### src/rtl/screen_layer_arbiter_pkg.sv
// Shared types and constants for the screen layer arbiter.
package screen_arb_pkg;

   typedef struct packed {
      logic [3:0] r;
      logic [3:0] g;
      logic [3:0] b;
   } rgb12_t;

   typedef enum logic [1:0] {
      CMD_NONE = 2'b00,
      CMD_IN   = 2'b01,
      CMD_OUT  = 2'b10,
      CMD_RSVD = 2'b11
   } fade_cmd_e;

   typedef enum logic [1:0] {
      ST_IDLE     = 2'd0,
      ST_FADE_IN  = 2'd1,
      ST_FADE_OUT = 2'd2
   } fade_state_e;

   localparam logic [4:0] BRIGHT_MAX = 5'd16;

endpackage

### src/rtl/screen_layer_arbiter_if.sv
// Pixel-side bundle between the layer units / game logic and the arbiter.
// SCREEN_ARB_HIT_OUT_EN adds hit_valid/hit_layer.
interface screen_layer_arbiter_if #(
   parameter int NUM_LAYERS = 4
);
   logic                          pxl_en;
   logic                          frame_start;
   logic [NUM_LAYERS-1:0]         layer_req;
   logic [12*NUM_LAYERS-1:0]      layer_rgb;
   logic [NUM_LAYERS-1:0]         cfg_mask;
   logic                          cfg_rev;
   logic [1:0]                    fade_cmd;
   logic                          fade_busy;
   logic                          fade_done;
   logic [3:0]                    Red_level;
   logic [3:0]                    Green_level;
   logic [3:0]                    Blue_level;
   logic [NUM_LAYERS-1:0]         coll_frame;
`ifdef SCREEN_ARB_HIT_OUT_EN
   logic                          hit_valid;
   logic [$clog2(NUM_LAYERS)-1:0] hit_layer;
`endif

   modport master (
      output pxl_en, frame_start, layer_req, layer_rgb, cfg_mask, cfg_rev, fade_cmd,
`ifdef SCREEN_ARB_HIT_OUT_EN
      input  hit_valid, hit_layer,
`endif
      input  fade_busy, fade_done, Red_level, Green_level, Blue_level, coll_frame
   );

   modport slave (
      input  pxl_en, frame_start, layer_req, layer_rgb, cfg_mask, cfg_rev, fade_cmd,
`ifdef SCREEN_ARB_HIT_OUT_EN
      output hit_valid, hit_layer,
`endif
      output fade_busy, fade_done, Red_level, Green_level, Blue_level, coll_frame
   );

endinterface

### src/rtl/screen_layer_arbiter_fade_ctrl.sv
// Frame-synchronous brightness fade: FSM plus frame counter, producing
// the 0..16 brightness factor and busy/done status.
module fade_ctrl
   import screen_arb_pkg::*;
#(
   parameter int FADE_STEP_FRAMES = 2
) (
   input  logic       clk_25,
   input  logic       resetN,
   input  logic       frame_start,
   input  logic [1:0] fade_cmd,
   output logic [4:0] bright,
   output logic       fade_busy,
   output logic       fade_done
);
   localparam int FC_W = $clog2(FADE_STEP_FRAMES + 1);

   fade_state_e     state_q, state_d;
   logic [FC_W-1:0] fc_q, fc_d, fc_inc;
   logic [4:0]      b_q, b_d;
   logic            done_q, done_d;
   fade_cmd_e       cmd;

   always_ff @(posedge clk_25) begin
      if (!resetN) begin
         state_q <= ST_IDLE;
         fc_q    <= '0;
         b_q     <= BRIGHT_MAX;
         done_q  <= 1'b0;
      end else begin
         state_q <= state_d;
         fc_q    <= fc_d;
         b_q     <= b_d;
         done_q  <= done_d;
      end
   end

   // Commands are only looked at in IDLE, so a frame_start coinciding with
   // an accepted command is never counted.
   always_comb begin
      cmd     = fade_cmd_e'(fade_cmd);
      state_d = state_q;
      fc_d    = fc_q;
      b_d     = b_q;
      done_d  = 1'b0;
      fc_inc  = fc_q + 1'b1;
      unique case (state_q)
         ST_IDLE: begin
            if (cmd == CMD_IN && b_q < BRIGHT_MAX) begin
               state_d = ST_FADE_IN;
               fc_d    = '0;
            end else if (cmd == CMD_OUT && b_q != 5'd0) begin
               state_d = ST_FADE_OUT;
               fc_d    = '0;
            end
         end
         ST_FADE_IN: begin
            if (frame_start) begin
               if (fc_inc == FC_W'(FADE_STEP_FRAMES)) begin
                  fc_d = '0;
                  b_d  = b_q + 5'd1;
                  if (b_q + 5'd1 == BRIGHT_MAX) begin
                     state_d = ST_IDLE;
                     done_d  = 1'b1;
                  end
               end else begin
                  fc_d = fc_inc;
               end
            end
         end
         ST_FADE_OUT: begin
            if (frame_start) begin
               if (fc_inc == FC_W'(FADE_STEP_FRAMES)) begin
                  fc_d = '0;
                  b_d  = b_q - 5'd1;
                  if (b_q == 5'd1) begin
                     state_d = ST_IDLE;
                     done_d  = 1'b1;
                  end
               end else begin
                  fc_d = fc_inc;
               end
            end
         end
         default: state_d = ST_IDLE;
      endcase
   end

   always_comb begin
      fade_busy = (state_q != ST_IDLE);
      fade_done = done_q;
      bright    = b_q;
   end

endmodule

### src/rtl/screen_layer_arbiter.sv
// Per-pixel layer arbiter: priority grant, brightness scaling, per-frame collision flags.
// Build option SCREEN_ARB_HIT_OUT_EN adds pipeline-aligned hit_valid/hit_layer outputs.
module screen_layer_arbiter
   import screen_arb_pkg::*;
#(
   parameter int          NUM_LAYERS       = 4,
   parameter int          PIPE_LAT         = 2,
   parameter int          FADE_STEP_FRAMES = 2,
   parameter logic [11:0] BG_RGB           = 12'h000
) (
   input logic                   clk_25,
   input logic                   resetN,
   screen_layer_arbiter_if.slave bus
);
   localparam int IDX_W = $clog2(NUM_LAYERS);

   logic [NUM_LAYERS-1:0] mask_q, mask_d;
   logic                  rev_q, rev_d;
   logic [NUM_LAYERS-1:0] req_en;
   logic                  gnt_vld;
   logic [IDX_W-1:0]      gnt_idx;
   rgb12_t                layer_pix [NUM_LAYERS];
   logic [4:0]            bri;
   logic                  fade_busy, fade_done;

   rgb12_t                pix_p1_q, pix_p1_d;
   logic [4:0]            bri_p1_q, bri_p1_d;
   rgb12_t                pix_p2_q [PIPE_LAT-1];
   rgb12_t                pix_p2_d [PIPE_LAT-1];

   logic [NUM_LAYERS-1:0] coll_hit;
   logic [NUM_LAYERS-1:0] coll_live_q, coll_live_d;
   logic [NUM_LAYERS-1:0] coll_frame_q, coll_frame_d;

   function automatic logic [3:0] scale_chan(input logic [3:0] c, input logic [4:0] b);
      logic [7:0] prod;
      prod = {4'd0, c} * {3'd0, b};
      return prod[7:4];
   endfunction

   function automatic rgb12_t scale_pix(input rgb12_t p, input logic [4:0] b);
      rgb12_t s;
      s.r = scale_chan(p.r, b);
      s.g = scale_chan(p.g, b);
      s.b = scale_chan(p.b, b);
      return s;
   endfunction

   fade_ctrl #(
      .FADE_STEP_FRAMES(FADE_STEP_FRAMES)
   ) u_fade (
      .clk_25     (clk_25),
      .resetN     (resetN),
      .frame_start(bus.frame_start),
      .fade_cmd   (bus.fade_cmd),
      .bright     (bri),
      .fade_busy  (fade_busy),
      .fade_done  (fade_done)
   );

   // Shadowed config: a frame_start cycle already arbitrates with the new values.
   always_comb begin
      mask_d = bus.frame_start ? bus.cfg_mask : mask_q;
      rev_d  = bus.frame_start ? bus.cfg_rev  : rev_q;
   end

   always_comb begin
      req_en  = bus.layer_req & mask_d;
      gnt_vld = |req_en;
      gnt_idx = '0;
      for (int i = 0; i < NUM_LAYERS; i++) begin
         layer_pix[i] = bus.layer_rgb[12*i +: 12];
      end
      if (rev_d) begin
         for (int i = 0; i < NUM_LAYERS; i++) begin
            if (req_en[i]) gnt_idx = IDX_W'(i);
         end
      end else begin
         for (int i = NUM_LAYERS - 1; i >= 0; i--) begin
            if (req_en[i]) gnt_idx = IDX_W'(i);
         end
      end
   end

   // Stage 1: granted pixel + brightness; stage 2 onward: scale then delay.
   always_comb begin
      if (!bus.pxl_en)  pix_p1_d = '0;
      else if (gnt_vld) pix_p1_d = layer_pix[gnt_idx];
      else              pix_p1_d = BG_RGB;
      bri_p1_d    = bri;
      pix_p2_d[0] = scale_pix(pix_p1_q, bri_p1_q);
      for (int k = 1; k < PIPE_LAT - 1; k++) begin
         pix_p2_d[k] = pix_p2_q[k-1];
      end
   end

   always_comb begin
      coll_hit = (bus.pxl_en && ((req_en & (req_en - 1'b1)) != '0)) ? req_en : '0;
      if (bus.frame_start) begin
         coll_frame_d = coll_live_q;
         coll_live_d  = coll_hit;
      end else begin
         coll_frame_d = coll_frame_q;
         coll_live_d  = coll_live_q | coll_hit;
      end
   end

   always_ff @(posedge clk_25) begin
      if (!resetN) begin
         mask_q       <= '1;
         rev_q        <= 1'b0;
         pix_p1_q     <= '0;
         bri_p1_q     <= '0;
         coll_live_q  <= '0;
         coll_frame_q <= '0;
         for (int k = 0; k < PIPE_LAT - 1; k++) pix_p2_q[k] <= '0;
      end else begin
         mask_q       <= mask_d;
         rev_q        <= rev_d;
         pix_p1_q     <= pix_p1_d;
         bri_p1_q     <= bri_p1_d;
         coll_live_q  <= coll_live_d;
         coll_frame_q <= coll_frame_d;
         pix_p2_q     <= pix_p2_d;
      end
   end

   assign bus.Red_level   = pix_p2_q[PIPE_LAT-2].r;
   assign bus.Green_level = pix_p2_q[PIPE_LAT-2].g;
   assign bus.Blue_level  = pix_p2_q[PIPE_LAT-2].b;
   assign bus.coll_frame  = coll_frame_q;
   assign bus.fade_busy   = fade_busy;
   assign bus.fade_done   = fade_done;

`ifdef SCREEN_ARB_HIT_OUT_EN
   logic             hv_p1_q, hv_p1_d;
   logic [IDX_W-1:0] hl_p1_q, hl_p1_d;
   logic             hv_p2_q [PIPE_LAT-1];
   logic             hv_p2_d [PIPE_LAT-1];
   logic [IDX_W-1:0] hl_p2_q [PIPE_LAT-1];
   logic [IDX_W-1:0] hl_p2_d [PIPE_LAT-1];

   always_comb begin
      hv_p1_d    = bus.pxl_en & gnt_vld;
      hl_p1_d    = hv_p1_d ? gnt_idx : '0;
      hv_p2_d[0] = hv_p1_q;
      hl_p2_d[0] = hl_p1_q;
      for (int k = 1; k < PIPE_LAT - 1; k++) begin
         hv_p2_d[k] = hv_p2_q[k-1];
         hl_p2_d[k] = hl_p2_q[k-1];
      end
   end

   always_ff @(posedge clk_25) begin
      if (!resetN) begin
         hv_p1_q <= 1'b0;
         hl_p1_q <= '0;
         for (int k = 0; k < PIPE_LAT - 1; k++) begin
            hv_p2_q[k] <= 1'b0;
            hl_p2_q[k] <= '0;
         end
      end else begin
         hv_p1_q <= hv_p1_d;
         hl_p1_q <= hl_p1_d;
         hv_p2_q <= hv_p2_d;
         hl_p2_q <= hl_p2_d;
      end
   end

   assign bus.hit_valid = hv_p2_q[PIPE_LAT-2];
   assign bus.hit_layer = hl_p2_q[PIPE_LAT-2];
`endif

endmodule
### src/flat_wrapper.sv
// flat-port wrapper written by rule: the top's interface ports become plain ports
module screen_layer_arbiter_flat import screen_arb_pkg::*;
#(
   parameter int          NUM_LAYERS       = 4,
   parameter int          PIPE_LAT         = 2,
   parameter int          FADE_STEP_FRAMES = 2,
   parameter logic [11:0] BG_RGB           = 12'h000
)
  (clk_25, resetN, bus_pxl_en, bus_frame_start, bus_layer_req, bus_layer_rgb, bus_cfg_mask, bus_cfg_rev, bus_fade_cmd, bus_fade_busy, bus_fade_done, bus_Red_level, bus_Green_level, bus_Blue_level, bus_coll_frame);
  screen_layer_arbiter_if #(.NUM_LAYERS(NUM_LAYERS)) bus_i ();
  input logic clk_25;
  input logic resetN;
  input wire logic [$bits(bus_i.pxl_en)-1:0] bus_pxl_en;
  input wire logic [$bits(bus_i.frame_start)-1:0] bus_frame_start;
  input wire logic [$bits(bus_i.layer_req)-1:0] bus_layer_req;
  input wire logic [$bits(bus_i.layer_rgb)-1:0] bus_layer_rgb;
  input wire logic [$bits(bus_i.cfg_mask)-1:0] bus_cfg_mask;
  input wire logic [$bits(bus_i.cfg_rev)-1:0] bus_cfg_rev;
  input wire logic [$bits(bus_i.fade_cmd)-1:0] bus_fade_cmd;
  output wire logic [$bits(bus_i.fade_busy)-1:0] bus_fade_busy;
  output wire logic [$bits(bus_i.fade_done)-1:0] bus_fade_done;
  output wire logic [$bits(bus_i.Red_level)-1:0] bus_Red_level;
  output wire logic [$bits(bus_i.Green_level)-1:0] bus_Green_level;
  output wire logic [$bits(bus_i.Blue_level)-1:0] bus_Blue_level;
  output wire logic [$bits(bus_i.coll_frame)-1:0] bus_coll_frame;
  assign bus_i.pxl_en = bus_pxl_en;
  assign bus_i.frame_start = bus_frame_start;
  assign bus_i.layer_req = bus_layer_req;
  assign bus_i.layer_rgb = bus_layer_rgb;
  assign bus_i.cfg_mask = bus_cfg_mask;
  assign bus_i.cfg_rev = bus_cfg_rev;
  assign bus_i.fade_cmd = bus_fade_cmd;
  assign bus_fade_busy = bus_i.fade_busy;
  assign bus_fade_done = bus_i.fade_done;
  assign bus_Red_level = bus_i.Red_level;
  assign bus_Green_level = bus_i.Green_level;
  assign bus_Blue_level = bus_i.Blue_level;
  assign bus_coll_frame = bus_i.coll_frame;
  screen_layer_arbiter #(.NUM_LAYERS(NUM_LAYERS), .PIPE_LAT(PIPE_LAT), .FADE_STEP_FRAMES(FADE_STEP_FRAMES), .BG_RGB(BG_RGB)) u_core (.clk_25(clk_25), .resetN(resetN), .bus(bus_i));
endmodule
### config.mk
export PLATFORM = sky130hd
export DESIGN_NAME = screen_layer_arbiter_flat
export DESIGN_NICKNAME = d
export VERILOG_FILES = /design/src/rtl/screen_layer_arbiter_pkg.sv /design/src/rtl/screen_layer_arbiter_if.sv /design/src/rtl/screen_layer_arbiter_fade_ctrl.sv /design/src/rtl/screen_layer_arbiter.sv /design/src/flat_wrapper.sv
export SDC_FILE = /design/constraint.sdc
export NUM_CORES = 1
export LEC_CHECK = 0
export CORE_ASPECT_RATIO = 1.75
export CORE_MARGIN = 3
export CORE_UTILIZATION = 45
export CTS_CLUSTER_SIZE = 20
export DETAILED_ROUTE_END_ITERATION = 10
export HOLD_SLACK_MARGIN = 0.05
export MAX_ROUTING_LAYER = met4
export PLACE_DENSITY = 0.84
export SLEW_MARGIN = 20
export SYNTH_ARGS = -nofsm -noshare
export SYNTH_HDL_FRONTEND = slang
export SYNTH_SLANG_ARGS = --single-unit
### constraint.sdc
create_clock -name clk_25 -period 3.5 [get_ports clk_25]
set_input_delay 0.7 -clock clk_25 [delete_from_list [all_inputs] [get_ports clk_25]]
set_output_delay 0.7 -clock clk_25 [all_outputs]
set_load 0.03 [all_outputs]
Word level (Yosys, flattened, before mapping)
Cells that the tools add are included.

Equal/unequal tests: 15. Magnitude comparators: 2. Reductions and logical operators: 15. Muxes and demuxes: 41. $add $sub $neg: 4. Divide/modulo/power cells: 0. Shift-type cells: 0. Bitwise logic cells: 4. $mul: 3.

Operators with widths (count): $mux W2 (19); $bmux W12 S2 (1); $mul A4 B5 Y8 (3); $mux W12 (2); $mux W5 (4); $mux W4 (3); $ne A2 B2 Y1 const B (6); $pmux W5 S2 (1); $and A4 B4 Y4 (2); $mux W1 (8); $reduce_and A7 Y1 (1); $eq A2 B2 Y1 const B (3); $pmux W2 S3 (1); $reduce_and A3 Y1 (2); $reduce_bool A2 Y1 (3); $add A5 B1 Y5 const B (1); $eq A5 B1 Y1 const B (1); $eq A5 B5 Y1 const B (1); $lt A5 B5 Y1 const B (1); $reduce_and A5 Y1 (1); $reduce_bool A5 Y1 (1); $sub A5 B1 Y5 const B (1); $eq A2 B1 Y1 const B (2); $or A4 B4 Y4 (1); other kinds (13) (15).

Input port bits: 63. Memories kept: 0. Output and inout bits: 18. Bits in latches: 0. Register bits after elaboration: 52. Word-level logic and storage cells: 99. RAM bits: 0. Bits in read-only memories: 0.

Longest topological paths before layout
Depth in word-level cells: 11. Depth in mapped cells: 12. Depth with buffers taken out: 11.

By module
Synthesis repeated with hierarchy kept, for this count alone.

Cells, all modules: 422. Area total of the unflattened synthesis: 3799.9 sq um.

By module, submodules not included: screen_layer_arbiter (seq. area each 840.8 sq um, cells an instance 340, area each 3108.0 sq um, times used 1); fade_ctrl (seq. area each 200.2 sq um, cells an instance 82, area each 691.9 sq um, times used 1).

Least setup slack after synthesis
OpenSTA, ideal clock, no wires.

Path type: reg2reg. Start: register u_core.bri_p1_q[1]. End: register u_core.pix_p2_q (netlist bit u_core.bus.Green_level[2]). Library setup time: 128 ps. Arrival: 2988 ps. Cell stages (with the launch flop): 13. Period minus slack after synthesis: 3115 ps. Path buffers: 1. Required time: 3372 ps. Setup slack: 385 ps. Cells stage by stage: dfxtp_1 clkbuf_1 and2_1 fa_1 inv_1 fa_1 inv_1 ha_1 and3_1 a221o_1 a21oi_1 xor2_1 nor2_1.

Word-level cells in the longest chain between the ends: 1.

Ends and longest elaborated chain: start, declared (line screen_layer_arbiter.sv:27) `logic [4:0] bri_p1_q, bri_p1_d;`; start signal, assigned (line screen_layer_arbiter.sv:121) `bri_p1_q <= bri_p1_d;`; $mul A4 B5 Y8 (line screen_layer_arbiter.sv:37) `prod = {4'd0, c} * {3'd0, b};`; end signal, assigned (line screen_layer_arbiter.sv:124) `pix_p2_q <= pix_p2_d;`; end, declared (line screen_layer_arbiter.sv:28) `rgb12_t pix_p2_q [PIPE_LAT-1];`.

No other way between the ends. A chain may end at the register's enable or synchronous reset.

Worst setup path after layout
Start: register u_core.bri_p1_q[1]. End: register u_core.pix_p2_q (netlist bit u_core.bus.Red_level[3]).

The elaborated chain is that of the path after synthesis.

==> results.py <==
metrics = {
    "hold_path": {
        "hold-path-cell-count": 2,
        "hold_path_end": "u_core.u_fade.fc_q[1]",
        "hp-class": "reg2reg",
        "worstHoldStart": "u_core.u_fade.fc_q[1]",
    },
    "clock_tree": {
        "cts_made_buffers": 5,
        "cts.sink_count": 52,
        "cts_max_path_buffers": 2,
        "postCtsHoldBufs": 0,
        "root_buffer": "clkbuf_16",
        "cts_tree": "yes",
        "cts_max_level": 2,
        "cts_resized": 0,
        "clk_latency_ns": 0.30,
        "postCtsSetupBuffers": 0,
        "clkTransAtPathRegs_ns": 0.07,
    },
    "setup_path": {
        "required_ns": 3.68,
        "crit_slowest_cell": "fa_1",
        "crit_family": "adder cells",
        "r2r_start": "u_core.bri_p1_q[1]",
        "slowest_delay_ns": 0.53,
        "r2r_slack_ns": 0.21,
        "reg2reg_to": "u_core.bus.Red_level[3]",
        "worst_ep_arrival_time_ns": 3.47,
        "reg2reg_depth": 11,
        "crit_path_start_kind": "flip-flop",
        "crit_path_end_kind": "flip-flop",
        "crit_chain": "and2_1, fa_1, inv_1, fa_1, inv_1, ha_1, and3_1, a221o_1, a31oi_1, xnor2_1, nor2_1",
        "critPathBufInv": 2,
        "critPathKind": "reg2reg",
        "path_max_fanout": 15,
    },
    "synth": {
        "yosysSeqAreaShare": 0.279,
        "synthMuxAreaShare": 0.0302,
        "synthXorXnorAreaFrac": 0.0540,
        "synth_top_area_cell": "dfxtp_1",
        "ys_warn_count": 0,
        "synth_seq_cells": 52,
        "ys.flop_type": "dfxtp_1",
        "synth_compound_area_frac": 0.161,
        "ys_async_sr_fraction": 0,
        "synth_top_area_frac": 0.279,
        "synth-simple-area-share": 0.217,
        "synth-edff-count": 0,
        "yosys.cell_types.count": 51,
        "synth_fp_nets": 528,
        "synth_top_family_by_area": "simple AND/OR/NAND/NOR gates",
        "synth.avg_cell_area_um2": 8.96,
        "synthAdderAreaFrac": 0.195,
        "synthTopCellsByArea": "dfxtp_1 (28%), ha_1 (11%), fa_1 (8.1%)",
        "syn_area_um2": 3730,
        "netlist_instances": 416,
    },
    "global_route": {
        "antenna_found_initial": 0,
        "first_global_vias": 3436,
        "grt_usage": 0.212,
        "overflow": 0,
        "grt_pass1_wl_um": 15400,
        "grt_max_degree": 29,
    },
    "cells_and_area": {
        "largest-register": "u_core.pix_p1_q",
        "antenna_cells": 0,
        "largest_register_ffs": 12,
        "final_area_um2": 4740,
        "fill_cells": 707,
        "area_delta_synth_final_pct": 27.3,
        "most-common-layout-cells": "clkdlybuf4s50_1 (80), nor2_1 (53), dfxtp_1 (52)",
        "seq_area_um2": 1040,
        "finalNetCount": 603,
        "multi_input_area_um2": 2450,
        "final_common_cell": "clkdlybuf4s50_1",
        "utilization": 0.592,
        "stdcell_count": 582,
        "drive_gt1_frac": 0.0732,
    },
    "timing": {
        "hold_viol_final": 0,
        "min_period_over_period": 0.941,
        "tightest_slew_ns": 0.736,
        "setup_tns_ns": 0,
        "setup_violations": 0,
        "skew_ns": 0.00871,
        "fin_hold_ws_ns": 0.435,
        "max_freq_mhz": 304,
        "final.min_clock_period_ns": 3.29,
        "max-slew-margin-rel": 0.509,
        "grt_setup_unrepaired": "no",
        "slew_viol_final": 0,
    },
    "detailed_routing": {
        "drtAntennaViolNets": 0,
        "dr_wl_met3_um": 409,
        "route.detailed.drc": 0,
        "dr_wl_met2_um": 4710,
        "routed.top_layer": "met4",
        "met1Wirelength_um": 3430,
        "viasPerCell": 5.48,
        "routedWlPerCell_um": 15.3,
        "wl_um": 8900,
        "drt-pass1-iter-count": 5,
        "dr.first_iter.drc_count": 85,
        "route.vias.total": 3191,
    },
    "power_and_ir_drop": {
        "vdd_drop_max_uv": 343,
        "power.density_nw_per_um2": 356,
        "p_leak_uw": 0.00207,
    },
    "die": {
        "num_rows": 43,
        "die-area_um2": 9450,
        "die_w_um": 74.8,
        "io_pins": 81,
        "coreArea_um2": 8020,
        "start_util": 0.465,
        "die_h_um": 126,
    },
    "placement": {
        "place_congestion": 0.893,
        "hpwl_um": 7180,
        "port_buffers": 80,
        "placed_area_um2": 4590,
        "dp.cells": 574,
    },
    "flow_run": {
        "maxCapViolCount": 0,
    },
    "status": {
        "status": "completed",
    },
}
-- Yosys cell counts, types with 2 or more instances --
| master | n |
|---|---|
| o221ai_1 | 2 |
| xor2_1 | 9 |
| o21ai_0 | 4 |
| o221ai_2 | 11 |
| nand3_1 | 3 |
| xnor2_1 | 14 |
| nand2_1 | 41 |
| nor2_1 | 53 |
| a211oi_1 | 2 |
| o211a_1 | 2 |
| inv_1 | 33 |
| clkbuf_1 | 12 |
| buf_6 | 4 |
| and2_1 | 33 |
| a21o_1 | 4 |
| mux2i_1 | 9 |
| nor2b_1 | 2 |
| o21ai_1 | 3 |
| nor3_1 | 3 |
| nor3b_1 | 3 |
| o31ai_1 | 12 |
| nand2b_1 | 2 |
| fa_1 | 15 |
| a21oi_1 | 11 |
| buf_2 | 4 |
| a221o_1 | 3 |
| ha_1 | 34 |
| dfxtp_1 | 52 |
| and3_1 | 3 |
| a31oi_1 | 6 |
| nor4b_1 | 3 |
| and4_1 | 3 |
| and4b_1 | 3 |
-- stage by stage --
stage / total power [uW] / worst slack, ns
after CTS: 1700 / 0.246
after detailed placement: 1190 / 0.251
after global placement: 1180 / 0.344
after global routing: 1780 / 0.0686
after floorplan: 1020 / 0.385
final: 1690 / 0.207
-- final cells by class --
class,count,area share
clock inverters,3,0.00580
repair buffers,88,0.181
clock buffers,5,0.0264
inverters,34,0.0269
flip-flops and latches,52,0.219
well taps,90,0.0237
multi-input cells,310,0.516
-- worst register-to-register path, stage by stage, from the launching register on --
cell     delay, ns
dfxtp_1       0.45
and2_1        0.23
fa_1          0.53
inv_1         0.05
fa_1          0.52
inv_1         0.04
ha_1          0.32
and3_1        0.19
a221o_1       0.37
a31oi_1       0.25
xnor2_1       0.16
nor2_1        0.05
-- cell families after synthesis --
group / after synthesis
DFF: 52
xor gates and xnor gates: 23
muxes: 10
AOI/OAI and AO/OA: 69
adders and majority gates: 49
and+or+nand+nor: 159
buffers and inverters: 54
-- power breakdown --
part | leakage (uW) | internal, uW | switching [uW]
Combinational | 0.00158 | 224 | 242
Clock | 0.0000719 | 272 | 236
Sequential | 0.000424 | 640 | 74.7
-- how the worst max path moves through the flow --
stage                                   from                        end  cells after the start
final                     u_core.bri_p1_q[1]    u_core.bus.Red_level[3]                     11
after global placement    u_core.bri_p1_q[1]  u_core.bus.Green_level[3]                     11
after detailed placement  u_core.bri_p1_q[1]    u_core.bus.Red_level[3]                     11
after global routing      u_core.bri_p1_q[1]  u_core.bus.Green_level[2]                     11
after CTS                 u_core.bri_p1_q[1]   u_core.bus.Blue_level[3]                     11
after floorplan           u_core.bri_p1_q[1]  u_core.bus.Green_level[2]                     12
-- routing by layer --
layer | track usage | vias to the layer above
li1 | - | 1569
met1 | 0.224 | 1492
met2 | 0.373 | 100
met3 | 0.0357 | 30
met4 | 0.0954 | 0
met5 | - | -
Power figures use the tool's default switching activity.
